--- src/rtl/lfsr_multi.sv ---
// Multi-length (8..MAX_LEN) Fibonacci LFSR pattern generator with seed load, run control
// and an optional period self-check, built only when LFSR_PERIOD_CHK_EN is defined.
module lfsr_multi #(
   parameter int MAX_LEN = 16
) (
   input  logic               clk,
   input  logic               rst,
   input  logic               start,
   input  logic               stop,
   input  logic [MAX_LEN-1:0] seed,
   input  logic [3:0]         len_sel,
   output logic [MAX_LEN-1:0] lfsr_out,
   output logic               out_valid,
   output logic               busy,
   output logic               period_done,
   output logic               period_ok,
   output logic [1:0]         o_dbg_state
);

   // Handshake: none. start/stop are level-sampled every edge; start together with stop
   // is an abort from any state. out_valid marks a cycle whose lfsr_out was freshly
   // loaded or advanced on the preceding edge.

   typedef enum logic [1:0] {
      ST_IDLE  = 2'd0,
      ST_RUN   = 2'd1,
      ST_PAUSE = 2'd2
   } state_t;

   localparam logic [4:0] LP_MAX_LEN = 5'(MAX_LEN);

   state_t             r_fsm;
   logic [4:0]         r_len;
   logic [MAX_LEN-1:0] r_state;
   logic               r_valid;
   logic               r_busy;

   logic [4:0]         w_len_req;
   logic [4:0]         w_len_new;
   logic [MAX_LEN-1:0] w_seed_mask;
   logic [MAX_LEN-1:0] w_seed_masked;
   logic [MAX_LEN-1:0] w_seed_eff;
   logic [MAX_LEN-1:0] w_run_mask;
   logic [15:0]        w_taps16;
   logic [MAX_LEN-1:0] w_taps;
   logic               w_fb;
   logic [MAX_LEN-1:0] w_next;
   logic               w_abort;
   logic               w_load;
   logic               w_advance;

   function automatic logic [MAX_LEN-1:0] len_mask(input logic [4:0] len);
      logic [MAX_LEN-1:0] m;
      for (int i = 0; i < MAX_LEN; i++) begin
         m[i] = (5'(i) < len);
      end
      return m;
   endfunction

   // Tap bit positions are 0-based here: tap n of the table lives in state[n-1].
   function automatic logic [15:0] tap_mask(input logic [4:0] len);
      logic [15:0] t;
      case (len)
         5'd8:    t = 16'h00B8;
         5'd9:    t = 16'h0110;
         5'd10:   t = 16'h0240;
         5'd11:   t = 16'h0500;
         5'd12:   t = 16'h0829;
         5'd13:   t = 16'h100D;
         5'd14:   t = 16'h2015;
         5'd15:   t = 16'h6000;
         5'd16:   t = 16'hD008;
         default: t = 16'h00B8;
      endcase
      return t;
   endfunction

   always_comb begin
      w_len_req     = 5'd8 + {1'b0, len_sel};
      w_len_new     = (w_len_req > LP_MAX_LEN) ? LP_MAX_LEN : w_len_req;
      w_seed_mask   = len_mask(w_len_new);
      w_seed_masked = seed & w_seed_mask;
      w_seed_eff    = (w_seed_masked == '0) ? MAX_LEN'(1) : w_seed_masked;
   end

   always_comb begin
      w_run_mask = len_mask(r_len);
      w_taps16   = tap_mask(r_len);
      w_taps     = w_taps16[MAX_LEN-1:0];
      w_fb       = ^(r_state & w_taps);
      w_next     = {r_state[MAX_LEN-2:0], w_fb} & w_run_mask;
   end

   assign w_abort   = start && stop;
   assign w_load    = (r_fsm == ST_IDLE) && start && !stop;
   assign w_advance = (r_fsm == ST_RUN) && !stop;

   always_ff @(posedge clk) begin
      if (rst) begin
         r_fsm   <= ST_IDLE;
         r_len   <= 5'd8;
         r_state <= MAX_LEN'(1);
         r_valid <= 1'b0;
         r_busy  <= 1'b0;
      end else begin
         r_valid <= 1'b0;
         if (w_abort) begin
            r_fsm  <= ST_IDLE;
            r_busy <= 1'b0;
         end else begin
            case (r_fsm)
               ST_IDLE: begin
                  if (start) begin
                     r_fsm   <= ST_RUN;
                     r_len   <= w_len_new;
                     r_state <= w_seed_eff;
                     r_valid <= 1'b1;
                     r_busy  <= 1'b1;
                  end
               end
               ST_RUN: begin
                  if (stop) begin
                     r_fsm <= ST_PAUSE;
                  end else begin
                     r_state <= w_next;
                     r_valid <= 1'b1;
                  end
               end
               ST_PAUSE: begin
                  // Resume edge only re-enters RUN; the first advance is on the next edge.
                  if (start) begin
                     r_fsm <= ST_RUN;
                  end
               end
               default: begin
                  r_fsm  <= ST_IDLE;
                  r_busy <= 1'b0;
               end
            endcase
         end
      end
   end

   assign lfsr_out    = r_state;
   assign out_valid   = r_valid;
   assign busy        = r_busy;
   assign o_dbg_state = r_fsm;

`ifdef LFSR_PERIOD_CHK_EN
   logic [MAX_LEN-1:0] r_seed;
   logic [MAX_LEN-1:0] r_cnt;
   logic               r_pdone;
   logic               r_pok;
   logic [MAX_LEN:0]   w_cnt_inc;
   logic [MAX_LEN:0]   w_full;

   // w_full = 2^L - 1, the advance count of a maximal-length period.
   always_comb begin
      w_cnt_inc = {1'b0, r_cnt} + (MAX_LEN+1)'(1);
      for (int i = 0; i <= MAX_LEN; i++) begin
         w_full[i] = (5'(i) < r_len);
      end
   end

   always_ff @(posedge clk) begin
      if (rst) begin
         r_seed  <= MAX_LEN'(1);
         r_cnt   <= '0;
         r_pdone <= 1'b0;
         r_pok   <= 1'b0;
      end else begin
         r_pdone <= 1'b0;
         r_pok   <= 1'b0;
         if (w_abort) begin
            r_cnt <= '0;
         end else if (w_load) begin
            r_seed <= w_seed_eff;
            r_cnt  <= '0;
         end else if (w_advance) begin
            if (w_next == r_seed) begin
               r_pdone <= 1'b1;
               r_pok   <= (w_cnt_inc == w_full);
               r_cnt   <= '0;
            end else if (r_cnt != '1) begin
               r_cnt <= w_cnt_inc[MAX_LEN-1:0];
            end
         end
      end
   end

   assign period_done = r_pdone;
   assign period_ok   = r_pok;
`else
   assign period_done = 1'b0;
   assign period_ok   = 1'b0;
`endif

endmodule

--- config.mk ---
export PLATFORM = sky130hd
export DESIGN_NAME = lfsr_multi
export DESIGN_NICKNAME = d
export VERILOG_FILES = /design/src/rtl/lfsr_multi.sv
export SDC_FILE = /design/constraint.sdc
export NUM_CORES = 1
export LEC_CHECK = 0
export CAP_MARGIN = 30
export CORE_MARGIN = 2
export CORE_UTILIZATION = 55
export CTS_BUF_LIST = sky130_fd_sc_hd__clkbuf_8 sky130_fd_sc_hd__clkbuf_16
export CTS_CLUSTER_SIZE = 8
export DETAILED_ROUTE_END_ITERATION = 8
export HOLD_SLACK_MARGIN = 0.05
export PLACE_DENSITY_LB_ADDON = 0.15
export SYNTH_ARGS = -nofsm -noshare
export SYNTH_HDL_FRONTEND = slang
export SYNTH_SLANG_ARGS = --single-unit
--- constraint.sdc ---
create_clock -name clk -period 3.9 [get_ports clk]
set_input_delay 0.78 -clock clk [delete_from_list [all_inputs] [get_ports clk]]
set_output_delay 0.78 -clock clk [all_outputs]
set_load 0.005 [all_outputs]
Word level (Yosys, flattened, before mapping)
Memory sizes are Yosys's and may differ from the RTL's. A register that Yosys moved wholly into a read port is not among the register bits. Cells that the tools add are included.

Register bits after elaboration: 25. Latch bits: 0. RAM bits: 0. ROM bits: 480. Bits of input ports: 24. Output and inout bits: 22. Logic and storage cells: 78. Memories kept: 1.

Add/subtract/negate cells: 1. $mul: 0. Div/mod/pow operators: 0. Magnitude comparators: 33. Equal/unequal tests: 6. Shift operators: 0. Muxes and demuxes: 15. Bitwise gates (word level): 5. Reduce and logical (&&, ||, !) cells: 12.

Memory list: (name not given) (words 32, width 15, read ports 1, clocked after memory_dff 1, wr ports 0, line 63) `case (len)`.

Operator list (number): $lt 4x5->1 const A (16); $and 16x16->16 (3); $mux 16 (3); $lt 3x5->1 const A (8); $pmux 16 s2 (1); $lt 1x5->1 const A (4); $lt 2x5->1 const A (4); $logic_not 16->1 (1); $reduce_xor 16->1 (1); $mux 5 (3); $ne 2x2->1 const B (3); $reduce_or 2->1 (3); $add 4x4->5 const A (1); $gt 5x5->1 const B (1); $mux 2 (2); $pmux 1 s2 (2); $pmux 2 s2 (1); $reduce_and 2->1 (2); $reduce_and 4->1 (1); $mux 1 (3); $reduce_and 3->1 (1); $eq 2x1->1 const B (1); $eq 2x2->1 const B (1); $logic_not 2->1 (1); 4 further kinds (5).

Depth between registers and ports, before layout
Gate-level depths: netlist of the first run.

Depth in word-level cells: 9. Mapped depth: 12. Depth with buffers taken out: 10.

Least setup slack after synthesis of the first run
No wires, ideal clock.

Path kind: input-to-reg. From: in start. To: reg, netlist name w_taps[12]. Library setup time: 0.114 ns. Data arrival time: 2.249 ns. Required time: 3.786 ns. Setup slack: 1.537 ns. Stages on the path: 9. Path buffers: 2. Cells stage by stage: buf_2 -> nand3b_2 -> nor3b_1 -> a21oi_1 -> or2_0 -> clkbuf_1 -> ha_1 -> and2_1 -> a21o_1.

Longest elaborated chain between the ends: 5.

Ends and longest elaborated chain: from (decl) (line 8) `input logic start,`; $logic_and 1x1->1 (line 94) `assign w_abort = start && stop;`; $not 1->1 (no source line); $reduce_and 3->1 (no source line) *; $mux 5 (no source line) * (2 in series).

Mark *: on every way between the ends. The rest lies on a longest branch, timed or not. A chain may end at the register's enable or synchronous reset.

Worst setup path in the final report of the first run
From: in stop. To: reg, netlist name w_taps[14].

Longest elaborated chain between the ends: 5.

Ends and longest elaborated chain: from (decl) (line 9) `input logic stop,`; $logic_and 1x1->1 (line 94); $not 1->1 (no source line); $reduce_and 3->1 (no source line); $mux 5 (no source line) (2 in series).

Every way passes these cells.

==> impl_metrics.yaml, run 1 <==
routing:
  drtAntennaViolNets: 0
  route.detailed.drc: 0
  viasPerCell: 5.74
  drt-pass1-iter-count: 4
  via_count: 2037
  routedWlPerCell_um: 15.2
  detail_route.iter0.violations: 194
  wl_um: 5410
layout:
  layout_commonest_cell: "clkdlybuf4s50_1"
  drive_above_1_share_pct: 4.89
  area_growth_pct: 22.8
  stdcell_area_um2: 2700
  fin_util_pct: 72.1
  layout_common_cells: "43 x clkdlybuf4s50_1, 39 x dfxtp_1, 30 x nand2_1"
  antenna_cells: 0
  nets: 339
cts:
  cts.htree.levels: 2
  clkTransAtPathRegs_ns: 0.07
  cts_tree: "done"
  cts_hold_buf: 0
  clock_latency_ns: 0.29
  cts_resized: 0
  postCtsSetupRepairBufs: 0
  cts_root_buffer: "clkbuf_8"
  cts_buffer_depth: 2
  numCtsBuffers: 5
  clock_sinks: 39
floorplan:
  die-area_um2: 4520
  die_width_um: 67.2
  core_um2: 3740
  num_rows: 22
  ios: 46
  start_util_pct: 58.7
  fp.dieH_um: 67.2
sta:
  worstMarginPinSlew_ns: 0.507
  hold_viol_final: 0
  fmax_mhz: 359
  post-route-min-period_ns: 2.78
  maxSlewViolCount: 0
  setup_ws_ns: 1.12
  final.period_utilization_pct: 71.4
  fin_tns_setup_ns: 0
  setup_viol: 0
  slew_headroom_pct: 66.1
  fin_skew_ns: 0.00799
  rsz0062_at_grt: "no"
power:
  p_per_area_nw_per_um2: 325
  p_leak_nw: 1.06
  vdd_drop_max_mv: 0.252
  power_w: 0.000878
placed_design:
  dp_slack_ns: 0.836
  gp_congestion: 0.893
  portBuffers: 43
  place_area_um2: 2620
  dpl.hpwl_um: 3940
synth:
  synth_edf_count: 0
  syn_inst: 275
  ys_types: 48
  ys_ff_latch: 39
  yosysSeqAreaShare_pct: 35.5
  synth_top_area_cell: "dfxtp_1"
  yosys_most_used_dff: "dfxtp_1"
  synthesis.area_um2: 2200
  synth_area_leaders: "dfxtp_1 36%, ha_1 5.1%, nand2_1 5.1%, nor2_1 4.6%, o21ai_0 4.1%"
  avgSynthCellArea_um2: 7.99
  yosys_warnings: 0
  synthDominantCellAreaShare_pct: 35.5
  synthArstFlopShare_pct: 0
outcome:
  status: "complete, no violations"
min_path:
  hp-start: "o_dbg_state[1]"
  min_path_type: "reg2reg"
global_route:
  grt_pass1_wl_um: 8880
  grt_start_max_net_pins: 39
  grt_antenna_before_repair: 0
  grt-ovfl-total: 0
  grt_pass1_vias: 1859
  grt_usage_pct: 26.5
setup_path:
  required_ns: 4.08
  r2r_start: "o_dbg_state[0]"
  cp-end-kind: "flop"
  critical_path.max_fanout: 9
  crit_type: "in2reg"
  crit_start: "stop"
  setup.worst_path.start_class: "primary input"
  worstPathArrival_ns: 2.97
job:
  maxCapViolations: 0
flip-flops by register name, summed over array words and instances (netlist names):
register and count:
busy 1, o_dbg_state 2, lfsr_out 16, r_len 5, out_valid 1, w_taps 14
final timing paths:
check	end	slack [ns]	cells past startpoint
worst max-delay path	w_taps[14]	1.12	8
worst min-delay path	o_dbg_state[1]	0.53	2
worst max register to register	w_taps[14]	1.49	9
worst min register to register	o_dbg_state[1]	0.53	2
cell families (layout without fill, tap and decap cells):
kind of cell / after synthesis / count (layout) / share of synthesized area [%]
AOI/OAI and AO/OA: 77 / 77 / 23.2
other: 1 / 2 / 0.171
buffers and inverters: 34 / 65 / 6.26
DFF: 39 / 39 / 35.5
muxes: 2 / 2 / 0.911
xor gates and xnor gates: 11 / 11 / 6.26
and+or+nand+nor: 102 / 102 / 22.6
adders and majority gates: 9 / 9 / 5.13
layer usage:
layer	wire length [um]	GRT usage, %	part of all wire [%]
met3	253	4.83	4.7
met1	2360	34.3	44
met4	136	11.0	2.5
met2	2660	43.7	49
met5	0	0	0
power breakdown:
part | internal, W | total [W] | switching (W)
Sequential | 0.000420 | 0.000444 | 0.0000237
Combinational | 0.0000957 | 0.000177 | 0.0000816
Clock | 0.000120 | 0.000257 | 0.000137
layout make-up:
cell class                 count  area, um2
clock buffer                   5       68.8
clock inverter                 3       12.5
fill                         326       1040
inverter                      11       41.3
multi-input combinational    203       1280
sequential                    39        781
tap                           48       60.1
timing repair buffer          46        453
cells in the mapped netlist, types with 4 or more instances:
master     n
clkbuf_1  19
dfxtp_1   39
a311oi_1   7
xor2_1     4
a21oi_1   15
ha_1       9
inv_1     11
nand2b_1   7
nor2_1    27
nor3_1     5
o221ai_1   4
o211ai_1   8
nand3_1   11
xnor2_1    4
o21ai_0   18
and2_1     4
nand2_1   30
a21o_1     8
through the flow:
stage	std cells	hold WS, ns
5_1_grt	355	0.555
3_3_place_gp	347	0.500
6_report	355	0.528
3_5_place_dp	347	0.510
4_1_cts	355	0.528
2_1_floorplan	276	0.496
critical path, cell delays in order:
cell             delay [ns]
clkdlybuf4s50_1        0.51
nand3b_2               0.35
nor3b_1                0.23
a21oi_1                0.05
or2_0                  0.38
ha_1                   0.32
and2_1                 0.18
a21o_1                 0.16
Power figures use the tool's default switching activity.
==> inputs of run 2 (changes only) <==
--- a/config.mk
+++ b/config.mk
@@ -7,7 +7,7 @@
 export LEC_CHECK = 0
 export CAP_MARGIN = 30
 export CORE_MARGIN = 2
-export CORE_UTILIZATION = 55
+export CORE_UTILIZATION = 46
 export CTS_BUF_LIST = sky130_fd_sc_hd__clkbuf_8 sky130_fd_sc_hd__clkbuf_16
 export CTS_CLUSTER_SIZE = 8
 export DETAILED_ROUTE_END_ITERATION = 8
==> constraint.sdc (replaced) <==
create_clock -name clk -period 2.5 [get_ports clk]
set_input_delay 0.5 -clock clk [delete_from_list [all_inputs] [get_ports clk]]
set_output_delay 0.5 -clock clk [all_outputs]
set_load 0.005 [all_outputs]
==> impl_metrics.yaml, run 2 (synthesized netlist as in run 1, its figures left out) <==
setup_path:
  setup.worst_path.start_class: "flop"
  cp_slowest_cell: "dfxtp_1"
  crit_chain: "inv_1 -> ha_1 -> nand3b_2 -> buf_4 -> a21oi_1 -> or2_2 -> ha_1 -> and2_1 -> a21o_1"
  worstPathArrival_ns: 2.41
  cp-end-kind: "flop"
  reg2reg_depth: 9
  required_ns: 2.68
  critical_path.max_fanout: 7
  timing.rr.end: "w_taps[14]"
  cp_slowest_stage_delay_ns: 0.44
  path_buf_inv: 2
  rrSetupSlack_ns: 0.27
  crit_type: "reg2reg"
  r2r_start: "o_dbg_state[0]"
  critPathMostFrequentCell: "ha_1"
  path_delay_family: "simple AND/OR/NAND/NOR gates"
sta:
  fmax_mhz: 449
  setup_viol: 0
  hold_viol_final: 0
  final.period_utilization_pct: 89.1
  maxSlewViolCount: 0
  post-route-min-period_ns: 2.23
  fin_tns_setup_ns: 0
  rsz0062_at_grt: "no"
  fin_skew_ns: 0.00401
layout:
  nets: 347
  layout_commonest_cell: "clkdlybuf4s50_1"
  layout_common_cells: "43 x clkdlybuf4s50_1, 39 x dfxtp_1, 30 x nand2_1"
  nFillCells: 438
  drive_above_1_share_pct: 7.32
  antenna_cells: 0
  largest_reg_flops: 16
  area_growth_pct: 26.9
  fin_util_pct: 59.8
placed_design:
  gp_congestion: 0.793
  dpl.hpwl_um: 4090
  portBuffers: 43
routing:
  routedWlPerCell_um: 14.6
  detail_route.iter0.violations: 93
  drtAntennaViolNets: 0
  wl_um: 5380
  drt-pass1-iter-count: 4
  route.detailed.drc: 0
  via_count: 2045
  viasPerCell: 5.56
cts:
  cts_resized: 0
  numCtsBuffers: 5
  clock_sinks: 39
  postCtsSetupRepairBufs: 0
  clkTransAtPathRegs_ns: 0.07
  cts_hold_buf: 0
  cts_root_buffer: "clkbuf_8"
  cts_tree: "done"
  cts_buffer_depth: 2
  clock_latency_ns: 0.29
  cts.htree.levels: 2
global_route:
  grt_start_max_net_pins: 38
  grt_usage_pct: 21.6
  grt-ovfl-total: 0
  grt_antenna_before_repair: 0
  grt_pass1_wl_um: 8870
  grt_pass1_vias: 1862
outcome:
  status: "complete, no violations"
min_path:
  min_path_type: "reg2reg"
  worstHoldEndpoint: "lfsr_out[2]"
  hp-start: "lfsr_out[1]"
  hold_depth: 2
floorplan:
  ios: 46
  die-area_um2: 5350
  core_um2: 4660
  die_width_um: 73.1
  fp.dieH_um: 73.1
  num_rows: 25
  start_util_pct: 47.1
power:
  power_w: 0.00147
  p_per_area_nw_per_um2: 529
  vdd_drop_max_mv: 0.397
  p_leak_nw: 1.10
job:
  maxCapViolations: 0
-- run 2: cell types whose count changed in the layout (fill, tap and decap cells not counted), sizes merged --
cell    change
buf         +8
clkinv      -1
inv         -1
bufinv      +1
-- run 2: power by group --
group          internal [W]  leakage, nW  switching, W
clock              0.000288       0.0554      0.000205
sequential         0.000656        0.319     0.0000360
combinational      0.000158        0.725      0.000130
total               0.00110         1.10      0.000372
-- run 2: worst max-delay path by stage --
stage              startpoint          to  cells after the start
3_3_place_gp             stop   w_taps[2]                      8
5_1_grt        o_dbg_state[0]  w_taps[12]                      9
3_5_place_dp             stop   w_taps[4]                      9
6_report       o_dbg_state[0]  w_taps[14]                      9
4_1_cts        o_dbg_state[0]   w_taps[4]                      9
2_1_floorplan  o_dbg_state[0]  w_taps[12]                     11
-- run 2: layout make-up --
cell class,instances,area [um2],area share (%)
Clock buffer,5,68.8,2.47
Clock inverter,2,33.8,1.21
Inverter,11,41.3,1.48
Multi-Input combinational cell,203,1280,46.0
Sequential cell,39,781,28.0
Tap cell,54,67.6,2.42
Timing Repair Buffer,54,513,18.4
-- run 2: metal layers --
| layer | track usage, % | vias to the layer above | wire length [um] |
|---|---|---|---|
| met5 | 0 | - | 0 |
| met1 | 26.7 | 950 | 2290 |
| met3 | 4.14 | 8 | 248 |
| met4 | 6.38 | 0 | 76 |
| met2 | 37.8 | 55 | 2760 |
| li1 | - | 1032 | - |
-- run 2: tightest hold or removal path, delay by kind of cell, from the launching register on --
kind / cells / cell delay [ns]
compound gates: 1 / 0.08
flops: 1 / 0.32
simple gates: 1 / 0.06
-- run 2: through the flow --
stage	cell area (um2)	hold WS (ns)	worst slack, ns	instances
final	2790	0.510	0.273	368
after global routing	2790	0.550	0.0996	368
after CTS	2790	0.519	0.264	368
after detailed placement	2690	0.510	0.0557	361
after global placement	2690	0.502	0.100	361
after floorplan	2200	0.496	0.267	276
==> inputs of run 3 (changes only) <==
--- a/config.mk
+++ b/config.mk
@@ -7,8 +7,8 @@
 export LEC_CHECK = 0
 export CAP_MARGIN = 30
 export CORE_MARGIN = 2
-export CORE_UTILIZATION = 46
-export CTS_BUF_LIST = sky130_fd_sc_hd__clkbuf_8 sky130_fd_sc_hd__clkbuf_16
+export CORE_UTILIZATION = 45
+export CTS_BUF_LIST = sky130_fd_sc_hd__clkbuf_8
 export CTS_CLUSTER_SIZE = 8
 export DETAILED_ROUTE_END_ITERATION = 8
 export HOLD_SLACK_MARGIN = 0.05
==> constraint.sdc (replaced) <==
create_clock -name clk -period 2.6 [get_ports clk]
set_input_delay 0.52 -clock clk [delete_from_list [all_inputs] [get_ports clk]]
set_output_delay 0.52 -clock clk [all_outputs]
set_load 0.005 [all_outputs]
==> impl_metrics.yaml, run 3 (synthesized netlist as in run 1, its figures left out) <==
outcome:
  status: "complete, no violations"
sta:
  fmax_mhz: 440
  setup_viol: 0
  post-route-min-period_ns: 2.27
  rsz0062_at_grt: "no"
  hold_viol_final: 0
  maxSlewViolCount: 0
  fin_tns_setup_ns: 0
  final.period_utilization_pct: 87.5
  fin_skew_ns: 0.00827
placed_design:
  gp_congestion: 0.774
  dp_cells: 374
  portBuffers: 43
  dpl.hpwl_um: 4000
global_route:
  grt-ovfl-total: 0
  grt.busiest_layer: "met2"
  grt_pass1_vias: 1842
  use_met1_pct: 26.7
  grt_usage_pct: 21.4
  grtUsageMet2_pct: 35.9
  grt_start_max_net_pins: 38
  grt_util_met3_pct: 5.08
  grt_antenna_before_repair: 0
  grt_pass1_wl_um: 8820
setup_path:
  reg2reg_depth: 10
  setup.worst_path.start_class: "flop"
  cp-end-kind: "flop"
  critical_path.max_fanout: 7
  rrSetupSlack_ns: 0.33
  timing.rr.end: "w_taps[4]"
  worstPathArrival_ns: 2.48
  required_ns: 2.81
  r2r_start: "o_dbg_state[0]"
  crit_type: "reg2reg"
routing:
  detail_route.iter0.violations: 206
  via_count: 2016
  route.detailed.drc: 0
  wl_um: 5320
  routedWlPerCell_um: 14.0
  drt-pass1-iter-count: 4
  viasPerCell: 5.29
  drtAntennaViolNets: 0
floorplan:
  die-area_um2: 5460
  num_rows: 25
  die_width_um: 73.9
  ios: 46
  start_util_pct: 46.5
  fp.dieH_um: 73.9
  core_um2: 4720
layout:
  antenna_cells: 0
  nFillCells: 446
  area_growth_pct: 27.5
  largest_reg_flops: 16
  multi_input_area_um2: 1280
  seqCellArea_um2: 781
  layout_common_cells: "43 x clkdlybuf4s50_1, 39 x dfxtp_1, 30 x nand2_1"
  layout_commonest_cell: "clkdlybuf4s50_1"
  nets: 347
  drive_above_1_share_pct: 7.64
  fin_cells: 381
cts:
  cts_hold_buf: 0
  cts_tree: "done"
  postCtsSetupRepairBufs: 0
  cts_root_buffer: "clkbuf_8"
  cts_resized: 0
  clkTransAtPathRegs_ns: 0.07
  clock_sinks: 39
  numCtsBuffers: 5
  cts_buffer_depth: 2
  clock_latency_ns: 0.29
  cts.htree.levels: 2
job:
  maxCapViolations: 0
min_path:
  hp-start: "lfsr_out[1]"
  min_path_type: "reg2reg"
  hold_depth: 2
  worstHoldEndpoint: "lfsr_out[2]"
power:
  swShare_pct: 26.3
  p_leak_nw: 1.09
  seq_power_share_pct: 49.5
  p_switching_w: 0.000355
  power_w: 0.00135
  p_per_area_nw_per_um2: 481
  vdd_drop_max_mv: 0.371
  cellInternalPower_w: 0.000992
  combPwrFrac_pct: 20.6
  p_clk_share_pct: 30.0
==> run 3: metal layers <==
metal	wire length [um]	part of all wire (%)
met3	184	3.5
met4	95	1.8
met1	2440	46
met2	2590	49
met5	0	0
==> run 3: worst max path at each step <==
| stage | endpoint | from | cells after the start |
|---|---|---|---|
| after detailed placement | w_taps[2] | stop | 8 |
| after CTS | w_taps[4] | o_dbg_state[0] | 10 |
| after floorplan | w_taps[12] | o_dbg_state[0] | 11 |
| final | w_taps[4] | o_dbg_state[0] | 10 |
| after global placement | w_taps[2] | stop | 8 |
| after global routing | w_taps[4] | o_dbg_state[0] | 10 |
==> run 3: through the flow <==
step / utilization, % / setup slack [ns] / cell area [um2] / hold WS, ns
floorplan: - / 0.367 / 2200 / 0.496
global placement: 57.5 / 0.145 / 2710 / 0.503
detailed placement: 57.5 / 0.0935 / 2710 / 0.506
CTS: 59.3 / 0.318 / 2800 / 0.516
global route: 59.3 / 0.0555 / 2800 / 0.545
finish: 59.3 / 0.326 / 2800 / 0.516
==> run 3: final cells by class <==
cell class	count	area share, %
timing repair buffer	54	18.8
clock inverter	1	0.179
inverter	11	1.47
clock buffer	6	2.95
multi-input combinational	203	45.8
sequential	39	27.9
tap	67	2.99
==> run 3: worst max-delay path, cell delays in order (launching register included) <==
cell and delay [ns]:
dfxtp_1 0.37, inv_1 0.10, ha_1 0.30, nand3b_2 0.13, nor3b_1 0.23, a21oi_1 0.06
or2_0 0.33, buf_4 0.20, ha_1 0.18, and2_1 0.15, a21oi_1 0.14
==> run 3: power groups by stage <==
stage | registers (W) | logic, W | clock network [W]
floorplan | 0.000666 | 0.000158 | 0
global placement | 0.000680 | 0.000274 | 0
detailed placement | 0.000680 | 0.000277 | 0
CTS | 0.000666 | 0.000278 | 0.000410
global route | 0.000671 | 0.000308 | 0.000442
finish | 0.000666 | 0.000277 | 0.000403
